### config.mk
export PLATFORM = sky130hd
export DESIGN_NAME = grf_write_arbiter
export DESIGN_NICKNAME = d
export VERILOG_FILES = /design/src/rtl/grf_write_arbiter.sv
export SDC_FILE = /design/constraint.sdc
export NUM_CORES = 1
export LEC_CHECK = 0
export ABC_AREA = 1
export BUFFER_PORTS_ARGS = -buffer_cell sky130_fd_sc_hd__buf_4
export CORE_MARGIN = 2
export CORE_UTILIZATION = 38
export DETAILED_ROUTE_END_ITERATION = 8
export PLACE_DENSITY = 0.72
export SLEW_MARGIN = 15
export SYNTH_ARGS = -nofsm -noshare
export SYNTH_HDL_FRONTEND = slang
export SYNTH_SLANG_ARGS = --single-unit
### constraint.sdc
create_clock -name clk -period 1.9 [get_ports clk]
set_clock_uncertainty 0.05 [all_clocks]
set_input_delay 0.095 -clock clk [delete_from_list [all_inputs] [get_ports clk]]
set_output_delay 0.095 -clock clk [all_outputs]
set_load 0.01 [all_outputs]
### src/rtl/grf_write_arbiter.sv
// Shares the GRF write port between the W stage (A) and the mul/div unit (B).
// Each port has a one-entry buffer; one buffered write commits per cycle into registered outputs.
module grf_write_arbiter #(
  parameter int unsigned MAX_WAIT = 3
) (
  input  logic        clk,
  input  logic        reset,
  input  logic        aValid,
  output logic        aReady,
  input  logic [4:0]  aReg,
  input  logic [31:0] aData,
  input  logic [31:0] aPC,
  input  logic        bValid,
  output logic        bReady,
  input  logic [4:0]  bReg,
  input  logic [31:0] bData,
  input  logic [31:0] bPC,
  output logic        writeEnable,
  output logic [4:0]  writeReg,
  output logic [31:0] writeData,
  output logic [31:0] PCReg,
  output logic [31:0] pendingMask
);

  localparam int unsigned RegW  = 5;
  localparam int unsigned DataW = 32;
  localparam int unsigned CntW  = 4;

  typedef struct packed {
    logic             valid;
    logic [RegW-1:0]  dst;
    logic [DataW-1:0] data;
    logic [DataW-1:0] pc;
  } entryT;

  entryT           bufA;
  entryT           bufB;
  entryT           selEntry;
  logic            selA;
  logic            selB;
  logic            aOlder;
  logic            aLoad;
  logic            bLoad;
  logic            aHold;
  logic            bHold;
  logic            starved;
  logic [CntW-1:0] waitCnt;

  assign starved = (waitCnt == CntW'(MAX_WAIT));

  // Same-register pairs drain oldest first; otherwise A wins unless B has waited too long.
  always_comb begin
    selA = 1'b0;
    selB = 1'b0;
    if (bufA.valid && bufB.valid) begin
      if (bufA.dst == bufB.dst) begin
        selA = aOlder;
        selB = !aOlder;
      end else if (starved) begin
        selB = 1'b1;
      end else begin
        selA = 1'b1;
      end
    end else begin
      selA = bufA.valid;
      selB = bufB.valid;
    end
  end

  assign selEntry = selB ? bufB : bufA;
  assign aReady   = !bufA.valid || selA;
  assign bReady   = !bufB.valid || selB;
  assign aLoad    = aValid && aReady;
  assign bLoad    = bValid && bReady;
  assign aHold    = bufA.valid && !selA;
  assign bHold    = bufB.valid && !selB;

  always_ff @(posedge clk or negedge reset) begin
    if (!reset) begin
      bufA <= '0;
    end else if (aLoad) begin
      bufA <= '{valid: 1'b1, dst: aReg, data: aData, pc: aPC};
    end else if (selA) begin
      bufA.valid <= 1'b0;
    end
  end

  always_ff @(posedge clk or negedge reset) begin
    if (!reset) begin
      bufB <= '0;
    end else if (bLoad) begin
      bufB <= '{valid: 1'b1, dst: bReg, data: bData, pc: bPC};
    end else if (selB) begin
      bufB.valid <= 1'b0;
    end
  end

  // Age: the entry that stays put while the other is loaded is the older one; a tie favours B.
  always_ff @(posedge clk or negedge reset) begin
    if (!reset) begin
      aOlder <= 1'b0;
    end else if (aHold && bLoad) begin
      aOlder <= 1'b1;
    end else if (bHold && aLoad) begin
      aOlder <= 1'b0;
    end else if (!(aHold && bHold)) begin
      aOlder <= 1'b0;
    end
  end

  always_ff @(posedge clk or negedge reset) begin
    if (!reset) begin
      waitCnt <= '0;
    end else if (bHold) begin
      if (!starved) waitCnt <= waitCnt + CntW'(1);
    end else begin
      waitCnt <= '0;
    end
  end

  // Commit stage; writes to $0 drain but never raise writeEnable.
  always_ff @(posedge clk or negedge reset) begin
    if (!reset) begin
      writeEnable <= 1'b0;
      writeReg    <= '0;
      writeData   <= '0;
      PCReg       <= '0;
    end else if (selA || selB) begin
      writeEnable <= (selEntry.dst != '0);
      writeReg    <= selEntry.dst;
      writeData   <= selEntry.data;
      PCReg       <= selEntry.pc;
    end else begin
      writeEnable <= 1'b0;
    end
  end

  always_comb begin
    pendingMask = '0;
    if (bufA.valid) pendingMask[bufA.dst] = 1'b1;
    if (bufB.valid) pendingMask[bufB.dst] = 1'b1;
    if (writeEnable) pendingMask[writeReg] = 1'b1;
    pendingMask[0] = 1'b0;
  end

endmodule

# Word-level counts from Yosys, hierarchy flattened
# Index checks and enable logic that the tools add are counted.
[totals]
reg_bits = 215
latchBits = 0
ramBits = 0
mem_bits_ro = 0
in_bits = 142
output_inout_bits = 104
word_cells = 75
memories = 0
[classes]
addsub = 1
n_mul = 0
n_div = 0
n_lt_le_gt_ge = 6
n_eq_ne = 4
shift = 0
mux = 26
bitwise = 2
n_reduce_logical = 22
[ops]
columns = ["cell", "n"]
rows = [
  ["two-way mux 32 bit", 3],
  ["two-way mux 69 bit", 1],
  ["OR 32 bit", 2],
  ["< comparator 5 x 6 -> 1 bit, second input constant", 3],
  ["two-way mux 1 bit", 17],
  ["demux 1 bit (select 5 bit)", 3],
  [">= comparator 5 x 1 -> 1 bit, second input constant", 3],
  ["logical AND 1 bit", 11],
  ["two-way mux 4 bit", 2],
  ["equality test 5 bit", 1],
  ["zero test 1 bit", 5],
  ["nonzero test 5 bit", 1],
  ["adder 4 x 1 -> 4 bit, second input constant", 1],
  ["equality test 4 x 2 -> 1 bit, second input constant", 1],
  ["nonzero test 2 bit", 2],
  ["logical OR 1 bit", 3],
  ["!= test 3 bit, second input constant", 1],
  ["!= test 2 bit, second input constant", 1],
]

# Depth between registers and ports, before layout
[logic_depth]
word_depth = 10
ltp_mapped = 15
depth_no_buf = 14

# Worst setup path before layout
# OpenSTA, ideal clock, no wires.
[synth_path]
path_kind = "reg-to-reg"
from = "register bufA[68] (netlist name)"
to = "register bufA[31] (netlist name)"
setup_ns = 0.125
arrival_ns = 1.775
t_required_ns = 1.725
setup_slack_ns = -0.050
stages_incl_launch_ff = 12
synth_period_minus_slack_ns = 1.950
path_cell_list = "dfrtp_1 -> inv_1 -> nand2_1 -> nand2_1 -> nor2_2 -> nand3_1 -> nand2_1 -> nand3_4 -> nand2_2 -> buf_6 -> buf_6 -> mux2_4"
[synth_between]
elab_chain_len = 5
[synth_rtl]
columns = ["item", "line", "rtl"]
rows = [
  ["from (decl)", "36", "entryT bufA;"],
  ["from (signal assigned)", "82", "bufA <= '{valid: 1'b1, dst: aReg, data: aData, pc: aPC};"],
  ["equality test 5 bit", "56", "if (bufA.dst == bufB.dst) begin"],
  ["two-way mux 1 bit", "56", ""],
  ["two-way mux 1 bit", "55", "if (bufA.valid && bufB.valid) begin"],
  ["logical OR 1 bit", "71", "assign aReady = !bufA.valid || selA;"],
  ["via aReady", "9", "output logic aReady,"],
  ["logical AND 1 bit", "73", "assign aLoad = aValid && aReady;"],
]
# The timed path passes the listed nets, and every way through them passes these cells.
# A chain may end at the register's enable or synchronous reset.

# Final worst setup path
[layout_path]
from = "register bufB[64] (netlist name)"
to = "output pendingMask[30]"
[layout_between]
elab_chain_len = 8
[layout_rtl]
columns = ["item", "line", "rtl"]
rows = [
  ["from (decl)", "37", "entryT bufB;"],
  ["from (signal assigned)", "92", "bufB <= '{valid: 1'b1, dst: bReg, data: bData, pc: bPC};"],
  ["< comparator 5 x 6 -> 1 bit (implied by the code) or >= comparator 5 x 1 -> 1 bit (tied branches)", "141", "if (bufB.valid) pendingMask[bufB.dst] = 1'b1;"],
  ["logical AND 1 bit (implied by the code)", "141", ""],
  ["two-way mux 1 bit (implied by the code)", "141", ""],
  ["demux 1 bit (select 5 bit) *", "141", ""],
  ["OR 32 bit (no line) *", "--", ""],
  ["two-way mux 32 bit *", "141", ""],
  ["OR 32 bit (no line)", "--", ""],
  ["two-way mux 32 bit *", "142", "if (writeEnable) pendingMask[writeReg] = 1'b1;"],
  ["to (decl)", "22", "output logic [31:0] pendingMask"],
]
# Mark *: on every way between the ends. The rest lies on a longest branch, timed or not.

==> flow_metrics.tcl <==
set metrics [dict create \
    status "complete, but fails checks" \
    violations "negative setup slack" \
    clock.fmax_mhz 483 \
    numCtsBuffers 24 \
    design.portCount 246 \
    hold_viol 0 \
    core_area_um2 26000 \
    synth_ff_type "dfrtp_1" \
    fin_ws_ps -170 \
    worst_pin_slew_ps 549 \
    stdcell_count 1899 \
    cp_max_fo 3 \
    power_leakage_nw 8.01 \
    arrival_ps 1930 \
    initial_utilization_pct 38.5 \
    grt_antenna_before_repair 1 \
    synth.area.top_cells "dfrtp_1 (54%), nand2_1 (12%), mux2_4 (5.9%), o21ai_0 (4.7%), o21ai_2 (4.5%)" \
    drt-total-wl_um 36000 \
    grt_max_degree 75 \
    cts_sinks 215 \
    area_growth_pct 68.1 \
    syn_area_um2 10000 \
    cp.required_ps 1750 \
    hp-class "input port to asynchronous set/reset pin" \
    placedCellCount 1645 \
    grt_overflow 0 \
    fin_crit_ps 2070 \
    synth.distinct_cells 31 \
    drive_gt1_share_pct 44.0 \
    peakVddDrop_mv 0.831 \
    worstSetupStartpointType "flip-flop" \
    htree_levels 1 \
    yosys_warnings 0 \
    cp-end-kind "primary output" \
    synthTopCellsByCount "nand2_1 (320), dfrtp_1 (215), o21ai_0 (93), inv_1 (91), o21ai_1 (58)" \
    cts_buffer_depth 3 \
    synth_edf_count 0 \
    yosys.cell_count.top_type "nand2_1" \
    grt_pass1_vias 9557 \
    port_buffers 244 \
    synthCells 1056 \
    routedWlPerCell_um 18.9 \
    die_h_um 166 \
    grt_usage_pct 21.9 \
    first_iter_violations 701 \
    rows 59 \
    fin_crit_sh_pct 109 \
    drv_slew 0 \
    path_class "flip-flop to primary output" \
    fin_nets 1688 \
    drcViolationCount 0 \
    fillers 1906 \
    tritoncts "built" \
    ctsRootBufferMaster "clkbuf_16" \
    path_clk_slew_ps 60 \
    ant_nets 0 \
    setup-violations-final 223 \
    post-dp-hpwl_um 19200 \
    grt_pass1_wl_um 49600 \
    syn_avg_cell_area_um2 9.47 \
    synth_fp_nets 1199 \
    synth_top_cell_by_area "dfrtp_1" \
    globalplace.congestion 0.876 \
    synth_seq_area_share_pct 53.8 \
    die_w_um 166 \
    async_flop_share_pct 100 \
    relSlewSlack_pct 63.4 \
    rsz0062_at_grt "yes" \
    synth_top_cell_area_share_pct 53.8 \
    clk_latency_ps 520 \
    synth-seq-cells 215 \
    pre_cts_slack_ps -101 \
    power.density_nw_per_um2 956 \
    maxCapViolCount 0 \
    dieArea_um2 27600 \
    drt_first_pass_iters 5 \
    vias 9674 \
    via_per_inst 5.09 \
]
-- cell usage in the layout, fill, tap and decap left out, types with 4 or more instances in the layout --
cell type | synthesis | layout
buf_12 | 0 | 15
dlygate4sd3_1 | 0 | 141
inv_1 | 91 | 76
buf_8 | 1 | 11
nand2_8 | 0 | 6
nor3_2 | 0 | 10
inv_2 | 1 | 10
buf_4 | 1 | 283
buf_6 | 24 | 36
clkinvlp_4 | 0 | 7
buf_16 | 0 | 6
nand2_2 | 2 | 38
o21ai_1 | 58 | 105
clkbuf_1 | 21 | 4
clkbuf_16 | 0 | 43
dfrtp_1 | 215 | 212
mux2_4 | 39 | 63
nor2_2 | 1 | 4
o21ai_0 | 93 | 26
a21oi_2 | 0 | 5
nor3_4 | 0 | 19
nand2_1 | 320 | 272
nand3_1 | 35 | 18
nor2_1 | 17 | 9
clkbuf_8 | 0 | 4
nand3_2 | 0 | 16
nand2_4 | 1 | 11
nor2_4 | 0 | 5
clkinv_2 | 0 | 5
o21ai_2 | 51 | 70
-- power breakdown --
group | internal (mW) | switching (mW)
combinational | 2.72 | 2.82
clock | 2.64 | 1.95
sequential | 5.42 | 0.524
-- logic make-up (layout without fill, tap and decap cells) --
group | after synthesis | in the layout | synth area share [%]
fa+ha+maj | 1 | 1 | 0.125
simple gates | 411 | 415 | 16.7
compound gates | 214 | 214 | 12.8
xor+xnor | 4 | 4 | 0.350
mux | 64 | 64 | 8.67
other cells | 1 | 2 | 0.0375
flops | 215 | 215 | 53.8
buf+inv | 146 | 649 | 7.51
-- layout make-up --
class                      instances  area, µm²  area share (%)
sequential                       215       5380            32.0
timing repair buffer             511       5050            30.0
multi-input combinational        699       4780            28.4
clock buffer                      32        671            3.99
tap                              335        419            2.49
inverter                          93        382            2.27
clock inverter                    12        110           0.655
timing repair inverter             1       16.3          0.0968
antenna                            1       2.50          0.0149
-- timing repair --
action	in CTS	in global routing
setup buffers	11	25
resized for setup	79	267
hold endpoints to repair	355	0
pin swaps	18	26
setup endpoints to repair	171	240
hold buffers	141	0
cloned	1	32
-- path summary, 6_finish.rpt --
| path | from | endpoint | slack, ps | cells after the start |
|---|---|---|---|---|
| min | reset | writeData[21] | 70 | 2 |
| min reg2reg | PCReg[8] | PCReg[8] | 440 | 2 |
| min in group clk | bData[3] | bufB[35] | 270 | 4 |
| max in group asynchronous | reset | writeData[31] | 1030 | 3 |
| max | bufB[64] | pendingMask[30] | -170 | 7 |
| max reg2reg | bufA[65] | bufA[11] | -160 | 11 |
-- layer usage --
layer  routed length (µm)  vias up  global-route usage (%)  share of wire, %
met5                    0        -                       0                 0
met4                 1470        0                    9.22               4.1
met2                17700      446                    37.3                49
li1                     -     4450                       -                 -
met3                 2280      112                    3.43               6.3
met1                14500     4666                    27.8                40
-- state kept, by name, summed over array words and instances (netlist names) --
name and flops:
writeEnable 1, writeData 32, aOlder 1, writeReg 5, bufA 70, bufB 70
waitCnt 4, PCReg 32
-- metrics by stage --
stage	utilization, %	setup TNS, ps	instance area, µm²	power, mW	hold WS (ps)
after global placement	48.3	-1540	12500	9.75	33.6
after floorplan	-	-793	10000	7.95	-251
after CTS	58.5	-3330	15200	14.9	75.8
after detailed placement	48.3	-4000	12500	9.84	40.1
after global routing	64.7	-37820	16800	16.8	109
final	64.7	-15290	16800	16.1	72.7
-- critical path: stages, from the launching register on --
cell	delay, ps
dfrtp_1	400
buf_4	150
buf_4	140
nor3_2	170
buf_4	160
inv_1	70
o221ai_2	170
buf_4	160
No activity file was read; power rests on OpenSTA's default activity.
